--- config.mk ---
export PLATFORM = sky130hd
export DESIGN_NAME = alu_ctrl_gen
export DESIGN_NICKNAME = d
export VERILOG_FILES = /design/src/rtl/alu_ctrl_gen_pkg.sv /design/src/rtl/alu_ctrl_dec.sv /design/src/rtl/alu_ctrl_gen.sv
export SDC_FILE = /design/constraint.sdc
export NUM_CORES = 1
export LEC_CHECK = 0
export CAP_MARGIN = 0
export CORE_MARGIN = 8
export CORE_UTILIZATION = 33
export DETAILED_ROUTE_END_ITERATION = 10
export GPL_ROUTABILITY_DRIVEN = 0
export PLACE_DENSITY = 0.73
export SYNTH_ARGS = -nofsm -noshare
export SYNTH_HDL_FRONTEND = slang
export SYNTH_SLANG_ARGS = --single-unit
--- constraint.sdc ---
create_clock -name clk -period 10.47 [get_ports clk]
set_input_delay 1.047 -clock clk [delete_from_list [all_inputs] [get_ports clk]]
set_output_delay 1.047 -clock clk [all_outputs]
set_load 0.02 [all_outputs]
--- src/rtl/alu_ctrl_gen_pkg.sv ---
// Shared constants for the xgriscv ID/EX ALU control stage: ALU codes, branch codes,
// RV32I opcodes, buffer state encoding and small decode helpers.
package alu_ctrl_gen_pkg;

  localparam int DEFAULT_XLEN = 32;

  localparam logic [3:0] ALU_CTRL_MOVEA = 4'b0000;
  localparam logic [3:0] ALU_CTRL_ADD   = 4'b0001;
  localparam logic [3:0] ALU_CTRL_SUB   = 4'b0011;
  localparam logic [3:0] ALU_CTRL_SLL   = 4'b0101;
  localparam logic [3:0] ALU_CTRL_SRL   = 4'b0110;
  localparam logic [3:0] ALU_CTRL_SRA   = 4'b0111;
  localparam logic [3:0] ALU_CTRL_SLT   = 4'b1000;
  localparam logic [3:0] ALU_CTRL_SLTU  = 4'b1001;
  localparam logic [3:0] ALU_CTRL_XOR   = 4'b1010;
  localparam logic [3:0] ALU_CTRL_OR    = 4'b1011;
  localparam logic [3:0] ALU_CTRL_AND   = 4'b1100;
  localparam logic [3:0] ALU_CTRL_LUI   = 4'b1101;
  localparam logic [3:0] ALU_CTRL_AUIPC = 4'b1110;
  localparam logic [3:0] ALU_CTRL_ZERO  = 4'b1111;

  localparam logic [2:0] ALU_BNONE = 3'b000;
  localparam logic [2:0] ALU_BEQ   = 3'b001;
  localparam logic [2:0] ALU_BNE   = 3'b010;
  localparam logic [2:0] ALU_BLT   = 3'b011;
  localparam logic [2:0] ALU_BGE   = 3'b100;
  localparam logic [2:0] ALU_BLTU  = 3'b101;
  localparam logic [2:0] ALU_BGEU  = 3'b110;

  localparam logic [6:0] OP_R      = 7'b0110011;
  localparam logic [6:0] OP_IMM    = 7'b0010011;
  localparam logic [6:0] OP_LUI    = 7'b0110111;
  localparam logic [6:0] OP_AUIPC  = 7'b0010111;
  localparam logic [6:0] OP_LOAD   = 7'b0000011;
  localparam logic [6:0] OP_STORE  = 7'b0100011;
  localparam logic [6:0] OP_BRANCH = 7'b1100011;
  localparam logic [6:0] OP_JAL    = 7'b1101111;
  localparam logic [6:0] OP_JALR   = 7'b1100111;

  localparam logic [6:0] F7_BASE = 7'b0000000;
  localparam logic [6:0] F7_ALT  = 7'b0100000;

  typedef enum logic [1:0] {
    ST_EMPTY = 2'b00,
    ST_ONE   = 2'b01,
    ST_TWO   = 2'b10
  } buf_state_e;

  typedef struct packed {
    logic [3:0] aluctrl;
    logic [2:0] aluctrl1;
    logic       illegal;
  } ctrl_t;

  localparam ctrl_t CTRL_RESET = '{aluctrl: ALU_CTRL_ZERO, aluctrl1: ALU_BNONE, illegal: 1'b0};

  // alt selects SUB over ADD and SRA over SRL; it is ignored for the other funct3 values.
  function automatic logic [3:0] alu_op_sel(input logic [2:0] funct3, input logic alt);
    logic [3:0] code;
    case (funct3)
      3'b000:  code = alt ? ALU_CTRL_SUB : ALU_CTRL_ADD;
      3'b001:  code = ALU_CTRL_SLL;
      3'b010:  code = ALU_CTRL_SLT;
      3'b011:  code = ALU_CTRL_SLTU;
      3'b100:  code = ALU_CTRL_XOR;
      3'b101:  code = alt ? ALU_CTRL_SRA : ALU_CTRL_SRL;
      3'b110:  code = ALU_CTRL_OR;
      default: code = ALU_CTRL_AND;
    endcase
    return code;
  endfunction

  function automatic logic [2:0] branch_sel(input logic [2:0] funct3);
    logic [2:0] code;
    case (funct3)
      3'b000:  code = ALU_BEQ;
      3'b001:  code = ALU_BNE;
      3'b100:  code = ALU_BLT;
      3'b101:  code = ALU_BGE;
      3'b110:  code = ALU_BLTU;
      3'b111:  code = ALU_BGEU;
      default: code = ALU_BNONE;
    endcase
    return code;
  endfunction

endpackage

--- src/rtl/alu_ctrl_dec.sv ---
// Combinational RV32I decode into ALU operands and the aluctrl/aluctrl1 codes.
// Undecodable words pass rs1 through with MOVEA and flag illegal.
module alu_ctrl_dec
  import alu_ctrl_gen_pkg::*;
#(
  parameter int XLEN = DEFAULT_XLEN
) (
  input  logic [31:0]     instr,
  input  logic [XLEN-1:0] pc,
  input  logic [XLEN-1:0] rs1_data,
  input  logic [XLEN-1:0] rs2_data,
  input  logic [XLEN-1:0] imm,
  output logic [XLEN-1:0] a,
  output logic [XLEN-1:0] b,
  output logic [3:0]      aluctrl,
  output logic [2:0]      aluctrl1,
  output logic            illegal
);

  logic [6:0]      opcode;
  logic [2:0]      funct3;
  logic [6:0]      funct7;
  logic [XLEN-1:0] shamt_ext;
  logic            is_shift_imm;
  logic            op_r_legal;
  logic            unused_fields;

  assign opcode       = instr[6:0];
  assign funct3       = instr[14:12];
  assign funct7       = instr[31:25];
  assign shamt_ext    = {{(XLEN-5){1'b0}}, instr[24:20]};
  assign is_shift_imm = (funct3 == 3'b001) || (funct3 == 3'b101);
  assign op_r_legal   = (funct7 == F7_BASE) ||
                        ((funct7 == F7_ALT) && ((funct3 == 3'b000) || (funct3 == 3'b101)));

  // Register specifiers are resolved upstream; only the operand values reach this stage.
  assign unused_fields = ^{instr[19:15], instr[11:7]};

  always_comb begin
    a        = rs1_data;
    b        = '0;
    aluctrl  = ALU_CTRL_MOVEA;
    aluctrl1 = ALU_BNONE;
    illegal  = 1'b0;
    case (opcode)
      OP_R: begin
        if (op_r_legal) begin
          b       = rs2_data;
          aluctrl = alu_op_sel(funct3, funct7[5]);
        end else begin
          illegal = 1'b1;
        end
      end
      OP_IMM: begin
        if (is_shift_imm) begin
          b       = shamt_ext;
          aluctrl = alu_op_sel(funct3, instr[30]);
        end else begin
          // ADDI must never become SUB even when imm[10] happens to be set.
          b       = imm;
          aluctrl = alu_op_sel(funct3, 1'b0);
        end
      end
      OP_LUI: begin
        a       = '0;
        b       = imm;
        aluctrl = ALU_CTRL_LUI;
      end
      OP_AUIPC: begin
        a       = pc;
        b       = imm;
        aluctrl = ALU_CTRL_AUIPC;
      end
      OP_LOAD, OP_STORE, OP_JALR: begin
        b       = imm;
        aluctrl = ALU_CTRL_ADD;
      end
      OP_JAL: begin
        a       = pc;
        b       = imm;
        aluctrl = ALU_CTRL_ADD;
      end
      OP_BRANCH: begin
        if (funct3[2:1] == 2'b01) begin
          illegal = 1'b1;
        end else begin
          b        = rs2_data;
          aluctrl  = ALU_CTRL_SUB;
          aluctrl1 = branch_sel(funct3);
        end
      end
      default: illegal = 1'b1;
    endcase
  end

endmodule

--- src/rtl/alu_ctrl_gen.sv ---
// Registered ID/EX stage: decode on the input beat, two-entry skid buffer toward EX.
// state    | meaning
// ST_EMPTY | no beat held, ex_valid=0
// ST_ONE   | main holds a beat, skid free
// ST_TWO   | main and skid both hold beats, in_ready drops
module alu_ctrl_gen
  import alu_ctrl_gen_pkg::*;
#(
  parameter int XLEN = DEFAULT_XLEN
) (
  input  logic            clk,
  input  logic            rstn,
  input  logic            flush,
  input  logic            in_valid,
  output logic            in_ready,
  input  logic [31:0]     instr,
  input  logic [XLEN-1:0] pc,
  input  logic [XLEN-1:0] rs1_data,
  input  logic [XLEN-1:0] rs2_data,
  input  logic [XLEN-1:0] imm,
  output logic            ex_valid,
  input  logic            ex_ready,
  output logic [XLEN-1:0] a,
  output logic [XLEN-1:0] b,
  output logic [3:0]      aluctrl,
  output logic [2:0]      aluctrl1,
  output logic            illegal
);

  logic [XLEN-1:0] dec_a;
  logic [XLEN-1:0] dec_b;
  ctrl_t           dec_ctrl;

  buf_state_e      state;
  buf_state_e      state_nxt;
  logic            in_ready_q;
  logic            accept;
  logic            consume;
  logic            load_main_in;
  logic            load_main_skid;
  logic            load_skid;

  logic [XLEN-1:0] main_a;
  logic [XLEN-1:0] main_b;
  ctrl_t           main_ctrl;
  logic [XLEN-1:0] skid_a;
  logic [XLEN-1:0] skid_b;
  ctrl_t           skid_ctrl;

  alu_ctrl_dec #(.XLEN(XLEN)) u_dec (
    .instr    (instr),
    .pc       (pc),
    .rs1_data (rs1_data),
    .rs2_data (rs2_data),
    .imm      (imm),
    .a        (dec_a),
    .b        (dec_b),
    .aluctrl  (dec_ctrl.aluctrl),
    .aluctrl1 (dec_ctrl.aluctrl1),
    .illegal  (dec_ctrl.illegal)
  );

  assign accept  = in_valid && in_ready_q && !flush;
  assign consume = (state != ST_EMPTY) && ex_ready;

  always_ff @(posedge clk or negedge rstn) begin
    if (!rstn) begin
      state      <= ST_EMPTY;
      in_ready_q <= 1'b1;
    end else begin
      state      <= state_nxt;
      in_ready_q <= (state_nxt != ST_TWO);
    end
  end

  always_comb begin
    state_nxt      = state;
    load_main_in   = 1'b0;
    load_main_skid = 1'b0;
    load_skid      = 1'b0;
    case (state)
      ST_EMPTY: begin
        if (accept) begin
          state_nxt    = ST_ONE;
          load_main_in = 1'b1;
        end
      end
      ST_ONE: begin
        if (accept && consume) begin
          load_main_in = 1'b1;
        end else if (accept) begin
          state_nxt = ST_TWO;
          load_skid = 1'b1;
        end else if (consume) begin
          state_nxt = ST_EMPTY;
        end
      end
      ST_TWO: begin
        if (consume) begin
          state_nxt      = ST_ONE;
          load_main_skid = 1'b1;
        end
      end
      default: state_nxt = ST_EMPTY;
    endcase
    // Branch redirect wins over any movement in the same cycle.
    if (flush) begin
      state_nxt      = ST_EMPTY;
      load_main_in   = 1'b0;
      load_main_skid = 1'b0;
      load_skid      = 1'b0;
    end
  end

  always_ff @(posedge clk or negedge rstn) begin
    if (!rstn) begin
      main_a    <= '0;
      main_b    <= '0;
      main_ctrl <= CTRL_RESET;
    end else if (load_main_in) begin
      main_a    <= dec_a;
      main_b    <= dec_b;
      main_ctrl <= dec_ctrl;
    end else if (load_main_skid) begin
      main_a    <= skid_a;
      main_b    <= skid_b;
      main_ctrl <= skid_ctrl;
    end
  end

  // Skid contents are only observed after a load, so they carry no reset.
  always_ff @(posedge clk) begin
    if (load_skid) begin
      skid_a    <= dec_a;
      skid_b    <= dec_b;
      skid_ctrl <= dec_ctrl;
    end
  end

  assign in_ready = in_ready_q;
  assign ex_valid = (state != ST_EMPTY);
  assign a        = main_a;
  assign b        = main_b;
  assign aluctrl  = main_ctrl.aluctrl;
  assign aluctrl1 = main_ctrl.aluctrl1;
  assign illegal  = main_ctrl.illegal;

endmodule

==> results.yml <==
finish:
  fillCellCount: 1857
  area.growth.synth_to_final_pct: 45.2
  multi_input_area_mm2: 0.00252
  drive_gt1_share_pct: 8.32
  diodes: 0
  finalNetCount: 909
  final_area_mm2: 0.00990
  seqCellArea_mm2: 0.00405
worst_hold_path:
  hold_path.class: "primary input to asynchronous set/reset pin"
sta:
  max_slew_margin_pct: 33.1
  rsz0062_at_grt: "no"
  fmax_mhz: 281
  post-route-min-period_ns: 3.56
  finalSetupViolations: 0
  fin_setup_tns_ns: 0
  fin_hold_ws_ns: 0.420
  finalWorstSetupSlack_ns: 6.91
  worst_clock_skew_ns: 0.00601
  worstMarginPinSlew_ns: 1.00
  fin_crit_sh_pct: 34.0
  report.final.slew_viol_count: 0
  hold_viol_final: 0
worst_setup_path:
  critPathMaxFanout: 42
  reg2regPathDepth: 3
  path_class: "primary input to flip-flop"
  reg2reg_from: "state[0]"
  worst-path-buf-inv: 3
  r2r-end: "skid_ctrl[6]"
  worstPathCellList: "clkdlybuf4s50_1 > nor4bb_4 > buf_4 > buf_4 > nor2_2 > a22o_1 > a21o_1"
  crit_top_cell: "buf_4"
  slowest_delay_ns: 0.62
  cp.arrival_ns: 3.85
  worstPathRequired_ns: 10.76
  critPathLaunchType: "primary input"
  crit_path_end_kind: "flip-flop"
  path_delay_family: "buffers and inverters"
  crit_slowest_cell: "buf_4"
  rrSetupSlack_ns: 7.62
routing:
  wl_um: 18700
  dr.pass1.iters: 5
  wire_per_inst_um: 18.2
  drtIter0Drc: 288
  drc: 0
  postRouteAntennaNets: 0
  route.vias.total: 5016
  vias_per_cell: 4.88
synth:
  yosysSeqAreaShare_pct: 59.3
  synth_cells: 528
  yosysUniqueCellTypes: 59
  synth_top_area_cell: "edfxtp_1"
  synth_top_area_share_pct: 31.7
  synth_area_leaders: "edfxtp_1 (32%), dfrtp_1 (26%), a22o_1 (9.6%), mux2i_1 (7.2%), a21o_1 (6.8%)"
  synth_edf_count: 72
  syn-cell-area_mm2: 0.00682
  ys_ff_latch: 147
  synth_ff_type: "edfxtp_1"
  avgSynthCellArea_um2: 12.9
  synth_warnings: 0
  async_flop_share_pct: 51.0
  syn_nets: 693
die:
  die_h_um: 160
  dieArea_mm2: 0.0255
  dieWidth_um: 160
  initial_core_util_pct: 33.7
  row_count: 52
  fp.coreArea_mm2: 0.0202
  io_pins: 239
job:
  drv_cap: 0
global_route:
  grt_pass1_vias: 5233
  overflow: 0
  antenna_found_initial: 0
  global_route.usage.total_pct: 14.7
  grt_max_degree: 100
  grt_pass1_wl_um: 29700
placed_design:
  placed_area_mm2: 0.00928
  pre_cts_ws_ns: 6.43
  port_buffers: 228
  dp_hpwl_um: 12800
clock_network:
  cts_tree: "built"
  clock_latency_ns: 0.41
  htreeDepth: 4
  ctsResizeCount: 0
  cts_buffers: 17
  cts_buffer_depth: 2
  clkTransAtPathRegs_ns: 0.06
  clock-sinks: 147
  post_cts_buffers: 0
  root_buffer: "clkbuf_16"
  hold_buffers: 0
power_and_ir_drop:
  vdd_drop_max_mv: 0.0996
  total_leakage_power_uw: 0.00422
  p_per_area_mw_per_mm2: 158
status:
  status: "complete, no violations"
[report_power, final]
group	total (uW)	switching, uW	leakage (uW)	internal, uW
Sequential	662	18.3	0.00157	644
Combinational	268	121	0.00235	147
Clock	632	221	0.000304	410
Total	1560	361	0.00422	1200
[cell usage in the layout, fill, tap and decap left out, types with 6 or more instances in the layout]
cell type,Yosys,routed
buf_4,12,10
nand2_1,11,11
nor2_1,56,56
o21ai_1,6,6
clkdlybuf4s50_1,0,227
a21o_1,62,62
edfxtp_1,72,72
mux2i_1,49,49
a22o_1,75,75
dfrtp_1,70,70
clkbuf_16,0,17
inv_1,7,7
[layout make-up]
class,instances,share of cell area [%]
sequential,147,40.9
multi-input combinational,334,25.5
timing repair buffer,237,23.7
clock buffer,22,4.69
tap,270,3.41
clock inverter,10,1.58
inverter,7,0.265
[cells by family after synthesis]
kind of cell | synth area share (%)
simple gates | 7.91
xor+xnor | 0.239
mux | 8.02
flops | 59.3
buf+inv | 4.00
compound gates | 20.5
[state kept, by name, summed over array words and instances, names as in the netlist]
name and flops:
a 32, b 32, skid_a 32, skid_b 32, skid_ctrl 8, aluctrl 4, aluctrl1 3, state 2
illegal 1, in_ready 1
[per-layer routing]
metal	global-route usage (%)	up-vias	part of all wire [%]
met5	0	-	0
li1	-	2450	-
met3	4.52	10	5.9
met2	25.0	134	51
met4	4.59	0	1.0
met1	17.5	2422	43
[worst max path at each step]
stage	startpoint	endpoint	slack (ns)	cells after the start
2_1_floorplan	ex_ready	skid_a[0]	0.98	2
3_3_place_gp	ex_ready	skid_a[14]	6.44	4
3_5_place_dp	flush	a[11]	6.43	7
4_1_cts	flush	a[11]	6.88	7
5_1_grt	flush	a[1]	6.73	7
6_report	flush	a[3]	6.91	7
[cells in the mapped netlist (all sizes together), types with 3 or more instances]
master / count
a22o: 75
edfxtp: 72
dfrtp: 70
a21o: 63
nor2: 57
mux2i: 49
buf: 28
o21ai: 13
clkbuf: 12
nand2: 11
inv: 7
a222oi: 5
dfstp: 5
mux2: 5
nor3b: 5
nor2b: 4
a21boi: 3
a21oi: 3
and2: 3
nand4: 3
[per-stage QoR]
stage / power (uW) / instances / utilization, %
finish: 1560 / 1027 / 48.9
global route: 1630 / 1027 / 48.9
CTS: 1590 / 1027 / 48.9
detailed placement: 945 / 995 / 45.9
global placement: 941 / 995 / 45.9
floorplan: 793 / 528 / -
Note: power is estimated with default switching activity, not from simulation.
